==> src/rtl/reg_bus_arbiter_if.sv <==
// Register-file arbiter bus: SPI front-end, internal requester and
// register-file port bundled together. The arbiter takes the slave view;
// the surrounding logic (or a bench) takes the master view.
interface reg_bus_arbiter_if #(
  parameter int ADDR_W = 3,
  parameter int REG_W  = 8
);
  // SPI front-end
  logic [ADDR_W-1:0] spi_addr;
  logic [REG_W-1:0]  spi_wdata;
  logic              spi_wr_dv;
  logic              spi_rd_req;
  logic [REG_W-1:0]  spi_rdata;
  logic              spi_rdata_dv;
  logic              spi_wr_ovf;

  // Internal requester
  logic              int_req;
  logic              int_we;
  logic [ADDR_W-1:0] int_addr;
  logic [REG_W-1:0]  int_wdata;
  logic              int_ack;
  logic [REG_W-1:0]  int_rdata;

  // Register file port
  logic [ADDR_W-1:0] rf_addr;
  logic              rf_we;
  logic              rf_re;
  logic [REG_W-1:0]  rf_wdata;
  logic [REG_W-1:0]  rf_rdata;

  modport slave (
    input  spi_addr, spi_wdata, spi_wr_dv, spi_rd_req,
    input  int_req, int_we, int_addr, int_wdata,
    input  rf_rdata,
    output spi_rdata, spi_rdata_dv, spi_wr_ovf,
    output int_ack, int_rdata,
    output rf_addr, rf_we, rf_re, rf_wdata
  );

  modport master (
    output spi_addr, spi_wdata, spi_wr_dv, spi_rd_req,
    output int_req, int_we, int_addr, int_wdata,
    output rf_rdata,
    input  spi_rdata, spi_rdata_dv, spi_wr_ovf,
    input  int_ack, int_rdata,
    input  rf_addr, rf_we, rf_re, rf_wdata
  );
endinterface

==> src/rtl/reg_bus_arbiter.sv <==
// reg_bus_arbiter: shares one single-ported register file between the SPI
// register front-end (buffered write strobes, level read requests) and one
// internal req/ack requester. A round-robin FSM issues one access at a time:
// writes take 2 cycles (grant, issue), reads take 3 (grant, issue, data).
module reg_bus_arbiter #(
  parameter int ADDR_W = 3,
  parameter int REG_W  = 8
) (
  input logic              clk,
  input logic              rstb,
  input logic              ena,
  reg_bus_arbiter_if.slave bus
);

  typedef enum logic [1:0] {
    IDLE  = 2'd0,
    ISSUE = 2'd1,
    RDATA = 2'd2
  } state_t;

  localparam logic SRC_SPI = 1'b0;
  localparam logic SRC_INT = 1'b1;

  // FSM state and the registered grant context
  state_t            state_reg, state_next;
  logic              grant_reg, grant_next;
  logic              op_we_reg, op_we_next;
  logic [ADDR_W-1:0] addr_reg, addr_next;
  logic              last_grant_reg, last_grant_next;

  // SPI write buffer (single entry, latest wins)
  logic              wr_pend_reg;
  logic [ADDR_W-1:0] wr_addr_reg;
  logic [REG_W-1:0]  wr_data_reg;
  logic              wr_ovf_reg;

  // Decoded requests and strobes
  logic              active;
  logic              spi_wr_any;
  logic              spi_want;
  logic              int_want;
  logic              wr_issue;

  logic [ADDR_W-1:0] rf_addr;
  logic [REG_W-1:0]  rf_wdata;
  logic              rf_we;
  logic              rf_re;
  logic [REG_W-1:0]  spi_rdata;
  logic              spi_rdata_dv;
  logic [REG_W-1:0]  int_rdata;
  logic              int_ack;

  // Request decode. A write strobe arriving this cycle already counts as a
  // pending write, so a lone SPI write reaches rf_we one cycle after its
  // strobe. Strobes are suppressed while disabled or while reset is applied,
  // so an access interrupted by reset never emits ack/dv.
  always_comb begin
    active     = ena & rstb;
    spi_wr_any = wr_pend_reg | bus.spi_wr_dv;
    spi_want   = spi_wr_any | bus.spi_rd_req;
    int_want   = bus.int_req;
  end

  // FSM state register and grant context; everything holds while ena=0.
  always_ff @(posedge clk) begin
    if (!rstb) begin
      state_reg      <= IDLE;
      grant_reg      <= SRC_SPI;
      op_we_reg      <= 1'b0;
      addr_reg       <= '0;
      last_grant_reg <= SRC_INT;
    end else if (ena) begin
      state_reg      <= state_next;
      grant_reg      <= grant_next;
      op_we_reg      <= op_we_next;
      addr_reg       <= addr_next;
      last_grant_reg <= last_grant_next;
    end
  end

  // Next-state, arbitration and register-file / requester strobes.
  always_comb begin
    state_next      = state_reg;
    grant_next      = grant_reg;
    op_we_next      = op_we_reg;
    addr_next       = addr_reg;
    last_grant_next = last_grant_reg;
    rf_addr         = '0;
    rf_wdata        = '0;
    rf_we           = 1'b0;
    rf_re           = 1'b0;
    spi_rdata       = '0;
    spi_rdata_dv    = 1'b0;
    int_rdata       = '0;
    int_ack         = 1'b0;
    wr_issue        = 1'b0;

    if (active) begin
      case (state_reg)
        IDLE: begin
          // Round robin: on a tie the port not granted last wins.
          if (spi_want && (!int_want || last_grant_reg == SRC_INT)) begin
            grant_next      = SRC_SPI;
            op_we_next      = spi_wr_any;
            addr_next       = bus.spi_addr;
            last_grant_next = SRC_SPI;
            state_next      = ISSUE;
          end else if (int_want) begin
            grant_next      = SRC_INT;
            op_we_next      = bus.int_we;
            addr_next       = bus.int_addr;
            last_grant_next = SRC_INT;
            state_next      = ISSUE;
          end
        end

        ISSUE: begin
          if (op_we_reg) begin
            rf_we = 1'b1;
            if (grant_reg == SRC_SPI) begin
              // SPI writes come from the buffer so address and data always
              // belong to the same (latest) strobe, even if it was
              // overwritten in the grant cycle.
              rf_addr  = wr_addr_reg;
              rf_wdata = wr_data_reg;
              wr_issue = 1'b1;
            end else begin
              // The internal requester holds its write data until ack.
              rf_addr  = addr_reg;
              rf_wdata = bus.int_wdata;
              int_ack  = 1'b1;
            end
            state_next = IDLE;
          end else begin
            rf_re      = 1'b1;
            rf_addr    = addr_reg;
            state_next = RDATA;
          end
        end

        RDATA: begin
          if (grant_reg == SRC_SPI) begin
            spi_rdata_dv = 1'b1;
            spi_rdata    = bus.rf_rdata;
          end else begin
            int_ack   = 1'b1;
            int_rdata = bus.rf_rdata;
          end
          state_next = IDLE;
        end

        default: state_next = IDLE;
      endcase
    end
  end

  // SPI write buffer: capture every strobe, clear on issue, flag overwrite
  // of an entry that was never issued. A strobe landing on the issue cycle
  // refills the buffer without counting as an overflow.
  always_ff @(posedge clk) begin
    if (!rstb) begin
      wr_pend_reg <= 1'b0;
      wr_addr_reg <= '0;
      wr_data_reg <= '0;
      wr_ovf_reg  <= 1'b0;
    end else if (ena) begin
      if (bus.spi_wr_dv) begin
        wr_addr_reg <= bus.spi_addr;
        wr_data_reg <= bus.spi_wdata;
        wr_pend_reg <= 1'b1;
        if (wr_pend_reg && !wr_issue) begin
          wr_ovf_reg <= 1'b1;
        end
      end else if (wr_issue) begin
        wr_pend_reg <= 1'b0;
      end
    end
  end

  assign bus.rf_addr      = rf_addr;
  assign bus.rf_wdata     = rf_wdata;
  assign bus.rf_we        = rf_we;
  assign bus.rf_re        = rf_re;
  assign bus.spi_rdata    = spi_rdata;
  assign bus.spi_rdata_dv = spi_rdata_dv;
  assign bus.spi_wr_ovf   = wr_ovf_reg;
  assign bus.int_rdata    = int_rdata;
  assign bus.int_ack      = int_ack;

endmodule

==> src/flat_wrapper.sv <==
// flat-port wrapper written by rule: the top's interface ports become plain ports
module reg_bus_arbiter_flat 
#(
  parameter int ADDR_W = 3,
  parameter int REG_W  = 8
)
  (clk, rstb, ena, bus_spi_addr, bus_spi_wdata, bus_spi_wr_dv, bus_spi_rd_req, bus_int_req, bus_int_we, bus_int_addr, bus_int_wdata, bus_rf_rdata, bus_spi_rdata, bus_spi_rdata_dv, bus_spi_wr_ovf, bus_int_ack, bus_int_rdata, bus_rf_addr, bus_rf_we, bus_rf_re, bus_rf_wdata);
  reg_bus_arbiter_if #(.ADDR_W(ADDR_W), .REG_W(REG_W)) bus_i ();
  input logic clk;
  input logic rstb;
  input logic ena;
  input wire logic [$bits(bus_i.spi_addr)-1:0] bus_spi_addr;
  input wire logic [$bits(bus_i.spi_wdata)-1:0] bus_spi_wdata;
  input wire logic [$bits(bus_i.spi_wr_dv)-1:0] bus_spi_wr_dv;
  input wire logic [$bits(bus_i.spi_rd_req)-1:0] bus_spi_rd_req;
  input wire logic [$bits(bus_i.int_req)-1:0] bus_int_req;
  input wire logic [$bits(bus_i.int_we)-1:0] bus_int_we;
  input wire logic [$bits(bus_i.int_addr)-1:0] bus_int_addr;
  input wire logic [$bits(bus_i.int_wdata)-1:0] bus_int_wdata;
  input wire logic [$bits(bus_i.rf_rdata)-1:0] bus_rf_rdata;
  output wire logic [$bits(bus_i.spi_rdata)-1:0] bus_spi_rdata;
  output wire logic [$bits(bus_i.spi_rdata_dv)-1:0] bus_spi_rdata_dv;
  output wire logic [$bits(bus_i.spi_wr_ovf)-1:0] bus_spi_wr_ovf;
  output wire logic [$bits(bus_i.int_ack)-1:0] bus_int_ack;
  output wire logic [$bits(bus_i.int_rdata)-1:0] bus_int_rdata;
  output wire logic [$bits(bus_i.rf_addr)-1:0] bus_rf_addr;
  output wire logic [$bits(bus_i.rf_we)-1:0] bus_rf_we;
  output wire logic [$bits(bus_i.rf_re)-1:0] bus_rf_re;
  output wire logic [$bits(bus_i.rf_wdata)-1:0] bus_rf_wdata;
  assign bus_i.spi_addr = bus_spi_addr;
  assign bus_i.spi_wdata = bus_spi_wdata;
  assign bus_i.spi_wr_dv = bus_spi_wr_dv;
  assign bus_i.spi_rd_req = bus_spi_rd_req;
  assign bus_i.int_req = bus_int_req;
  assign bus_i.int_we = bus_int_we;
  assign bus_i.int_addr = bus_int_addr;
  assign bus_i.int_wdata = bus_int_wdata;
  assign bus_i.rf_rdata = bus_rf_rdata;
  assign bus_spi_rdata = bus_i.spi_rdata;
  assign bus_spi_rdata_dv = bus_i.spi_rdata_dv;
  assign bus_spi_wr_ovf = bus_i.spi_wr_ovf;
  assign bus_int_ack = bus_i.int_ack;
  assign bus_int_rdata = bus_i.int_rdata;
  assign bus_rf_addr = bus_i.rf_addr;
  assign bus_rf_we = bus_i.rf_we;
  assign bus_rf_re = bus_i.rf_re;
  assign bus_rf_wdata = bus_i.rf_wdata;
  reg_bus_arbiter #(.ADDR_W(ADDR_W), .REG_W(REG_W)) u_core (.clk(clk), .rstb(rstb), .ena(ena), .bus(bus_i));
endmodule
==> config.mk <==
export PLATFORM = sky130hd
export DESIGN_NAME = reg_bus_arbiter_flat
export DESIGN_NICKNAME = d
export VERILOG_FILES = /design/src/rtl/reg_bus_arbiter_if.sv /design/src/rtl/reg_bus_arbiter.sv /design/src/flat_wrapper.sv
export SDC_FILE = /design/constraint.sdc
export NUM_CORES = 1
export LEC_CHECK = 0
export ABC_AREA = 1
export BUFFER_PORTS_ARGS = -buffer_cell sky130_fd_sc_hd__buf_2
export CAP_MARGIN = 20
export CORE_UTILIZATION = 48
export DETAILED_ROUTE_END_ITERATION = 6
export GPL_ROUTABILITY_DRIVEN = 1
export PLACE_DENSITY = 0.95
export SLEW_MARGIN = 25
export SYNTH_ARGS = -nofsm -noshare
export SYNTH_HDL_FRONTEND = slang
export SYNTH_SLANG_ARGS = --single-unit
==> constraint.sdc <==
create_clock -name clk -period 3.4 [get_ports clk]
set_clock_uncertainty 0.2 [all_clocks]
set_input_delay 0.34 -clock clk [delete_from_list [all_inputs] [get_ports clk]]
set_output_delay 0.34 -clock clk [all_outputs]
set_load 0.005 [all_outputs]
[Yosys cells after proc, flatten, opt, wreduce, memory -nomap -nowiden]
Index checks and enable logic that the tools add are counted.
Widths: inputs -> output; s select.
Word-level totals
  RAM bits: 0
  register bits: 21
  memories: 0
  bits in latches: 0
  bits of input ports: 37
  memory bits (read-only): 0
Cells by class
  eq/ne operators: 3
  reductions and logical operators: 13
  mux-type cells: 42
  divide/modulo/power cells: 0
  $mul: 0
  shifts and indexed selects: 0
  add/sub/neg operators: 0
  magnitude comparators: 0
  bitwise gates (word level): 3
Operators by type and width (count)
  $mux 8: 10
  $mux 1: 21
  $mux 3: 6
  $mux 2: 3
  $reduce_and 3->1: 2
  $pmux 2 s2: 1
  $reduce_and 2->1: 2
  $reduce_and 4->1: 1
  $reduce_bool 2->1: 2
  $ne 3x2->1 const B: 1
  $eq 2x1->1 const B: 1
  $eq 2x2->1 const B: 1
  $logic_and 1x1->1: 2
  $logic_not 1->1: 2
  $logic_not 2->1: 1
  $or 1x1->1: 2
  $pmux 1 s2: 1
  $and 1x1->1: 1
  $logic_or 1x1->1: 1

[Depth between registers and ports, before layout]
  depth in word-level cells: 7
  gate-level depth with buffers: 8

[Worst setup path after synthesis]
Ideal clock, no wire load.
  path type: reg2out
  start point: register u_core.state_reg[0]
  end point: output port bus_int_ack
  arrival time: 0.966 ns
  stages on the path, launching flop included: 7
  buffers on the path: 0
  slack: 1.894 ns
  cell sequence: dfxtp_1 > inv_1 > ha_1 > nand2_2 > o31ai_1 > nand2_1 > nor2_1
Between the ends
  word-level cells in the longest chain between the ends: 3
  elaborated cells between the ends (all ways): 4
  classes of those cells: 2 x eq/ne; 2 x mux
Ends and longest elaborated chain
  start, declared: line reg_bus_arbiter.sv:25  | state_t state_reg, state_next;
  start signal, assigned: line reg_bus_arbiter.sv:73  | state_reg <= state_next;
  $eq 2x2->1 or $eq 2x1->1 (tied branches): line reg_bus_arbiter.sv:99  | case (state_reg)
  $pmux 1 s2 *: line reg_bus_arbiter.sv:99
  $mux 1 *: line reg_bus_arbiter.sv:98  | if (active) begin
  end, declared: line flat_wrapper.sv:24  | output wire logic [$bits(bus_i.int_ack)-1:0] bus_int_ack;
Every way passes the cells marked *; elsewhere a longest branch is shown, timed or not.

[Final worst setup path]
  start point: register u_core.op_we_reg
  end point: output port bus_rf_addr[0]
Between the ends
  word-level cells in the longest chain between the ends: 3
Ends and longest elaborated chain
  start, declared: line reg_bus_arbiter.sv:27  | logic op_we_reg, op_we_next;
  start signal, assigned: line reg_bus_arbiter.sv:75  | op_we_reg <= op_we_next;
  $mux 3: line reg_bus_arbiter.sv:118  | if (op_we_reg) begin
  $mux 3: line reg_bus_arbiter.sv:99
  $mux 3: line reg_bus_arbiter.sv:98
  end, declared: line flat_wrapper.sv:26  | output wire logic [$bits(bus_i.rf_addr)-1:0] bus_rf_addr;
Every way passes these cells.

==> results.py <==
metrics = {
    "logic_synthesis": {
        "syn_area_per_cell_sq_um": 6.58,
        "yosys_warnings": 0,
        "synth_cells": 198,
        "syn-num-nets": 240,
        "syn-cell-area_sq_mm": 0.00130,
        "ys_types": 25,
        "ys_seq_area_share_pct": 32.3,
        "ys_ff_latch": 21,
    },
    "setup_path": {
        "cpPeakStageDelay_ps": 670,
        "path_cells": "inv_1 > nor2_2 > inv_1 > nor2_1 > nor2_1 > buf_2",
        "ff2ff_setup_slack_ps": 1480,
        "cp.arrival_ps": 2000,
        "critPathKind": "reg -> out",
        "cp.required_ps": 2860,
        "cp-start-kind": "flip-flop",
        "crit_family": "flip-flops",
        "crit_buf_inv": 3,
        "worst_setup_path_end_kind": "primary output",
        "slowest_stage": "dfxtp_1",
        "path_max_fanout": 13,
    },
    "sta": {
        "maxSlewViolCount": 0,
        "tns_ps": 0,
        "rsz0062_at_grt": "false",
        "finalCritPeriodShare_pct": 74.7,
        "whs_ps": 70.0,
        "worstMarginPinSlew_ps": 526,
        "period_minus_slack_ps": 2540,
        "hold_viol": 0,
        "relSlewSlack_pct": 64.9,
        "timing.fmax_mhz": 394,
        "finalSetupViolCount": 0,
    },
    "cells_and_area": {
        "instances_no_fill": 293,
        "drive_gt1_share_pct": 33.1,
        "num-nets-final": 306,
        "area_growth_pct": 27.2,
        "layout_commonest_cell": "buf_2",
        "largest_register_ffs": 8,
        "final_cell_mix": "buf_2, nor2_1, nand2_1",
        "n_antenna_cell": 0,
    },
    "placement": {
        "gp_congestion": 0.774,
        "dp_hpwl_microns": 2540,
        "io_buffer_count": 68,
        "dp.cells": 289,
    },
    "route": {
        "drtIter0Drc": 24,
        "drc_errors": 0,
        "dr.pass1.iters": 4,
        "drt.antenna.violating_nets": 0,
        "vias": 1482,
        "routed_wl_microns": 3360,
        "drt-vias-per-instance": 5.06,
        "wl_per_cell_microns": 11.5,
    },
    "clocking": {
        "ctsHoldBuffers": 0,
        "clk_latency_ps": 310,
        "cts_resized": 0,
        "cts_root_buffer": "clkbuf_4",
        "ctsLongestPathBuffers": 2,
        "post_cts_buffers": 0,
        "path_clk_slew_ps": 120,
        "cts_num_sinks": 21,
        "htree_levels": 1,
        "cts_made_buffers": 3,
        "cts_tree": "done",
    },
    "run_status": {
        "status": "complete, no violations",
    },
    "global_route": {
        "antenna_found_initial": 0,
        "grt-ovfl-total": 0,
        "grt_use_total_pct": 23.6,
        "grt_max_degree": 20,
        "first_global_vias": 1259,
        "grt_pass1_wl_microns": 5040,
    },
    "die": {
        "die_height_microns": 54.1,
        "io_pins": 69,
        "die_w_microns": 54.1,
        "dieArea_sq_mm": 0.00293,
        "initial_core_util_pct": 51.6,
        "std_cell_rows": 18,
        "coreArea_sq_mm": 0.00252,
    },
    "pwr": {
        "netSwitchingPower_mw": 0.164,
        "powerDensity_mw_per_mm2": 311,
        "peakVddDrop_mv": 0.282,
        "pwr-share-seq_pct": 54.8,
        "power_frac_comb_pct": 21.5,
        "p_leak_nw": 0.902,
        "clockPowerShare_pct": 23.6,
        "power_mw": 0.515,
        "swShare_pct": 31.9,
        "p_int_mw": 0.351,
    },
    "min_path": {
        "hp-class": "in -> reg",
    },
    "flow_run": {
        "cap_violations": 0,
    },
}
power by group through the flow:
stage	sequential, mW	clock (mW)	combinational [mW]
2_1_floorplan	0.277	0	0.0826
3_3_place_gp	0.286	0	0.106
3_5_place_dp	0.287	0	0.110
4_1_cts	0.282	0.126	0.111
5_1_grt	0.285	0.135	0.127
6_report	0.282	0.122	0.111
cell type report:
type	instances	area (sq um)
clock buffers	3	22.5
well taps	30	37.5
repair buffers	68	340
flip-flops and latches	21	420
inverters	28	108
fillers	255	866
multi-input cells	142	723
clock inverters	1	5.00
metal layers:
metal / vias up / track usage (%) / share of wire (%)
met5: - / 0 / 0
met4: 0 / 11.1 / 1.6
met3: 6 / 3.11 / 7.4
met2: 72 / 45.7 / 51
met1: 648 / 24.5 / 40
li1: 756 / - / -
through the flow:
stage	setup WS [ps]	util (%)	area [sq um]
after floorplan	1890	-	1300
after global placement	1320	64.6	1630
after detailed placement	1240	64.6	1630
after CTS	869	65.7	1660
after global routing	741	65.7	1660
final	859	65.7	1660
tightest hold or removal path, stage by stage:
cell	delay, ps
buf_2	90
inv_1	50
a21oi_1	60
cell usage after synthesis (all sizes together):
| master | number | area [sq um] |
|---|---|---|
| clkbuf | 1 | 3.75 |
| buf | 6 | 47.5 |
| dfxtp | 21 | 420 |
| o21ai | 18 | 90.1 |
| nor3 | 8 | 40.0 |
| a21oi | 15 | 78.8 |
| a31oi | 1 | 6.26 |
| ha | 5 | 62.6 |
| o31ai | 1 | 7.51 |
| inv | 28 | 108 |
| nand3 | 17 | 90.1 |
| nand2 | 35 | 151 |
| nand4 | 1 | 6.26 |
| nor2 | 41 | 190 |
final timing paths:
check / from / to / cells past startpoint
min reg2reg: u_core.last_grant_reg / u_core.last_grant_reg / 2
max: u_core.op_we_reg / bus_rf_addr[0] / 6
max reg2reg: u_core.op_we_reg / u_core.bus.spi_wr_ovf / 5
min: bus_spi_addr[0] / u_core.wr_addr_reg[0] / 3
cells by family after synthesis:
logic type                 synth area share [%]
adders and majority gates                  4.80
and+or+nand+nor                            36.7
buffers and inverters                      12.2
DFF                                        32.3
AOI/OAI and AO/OA                          14.0
(Power assumes the default switching activity.)
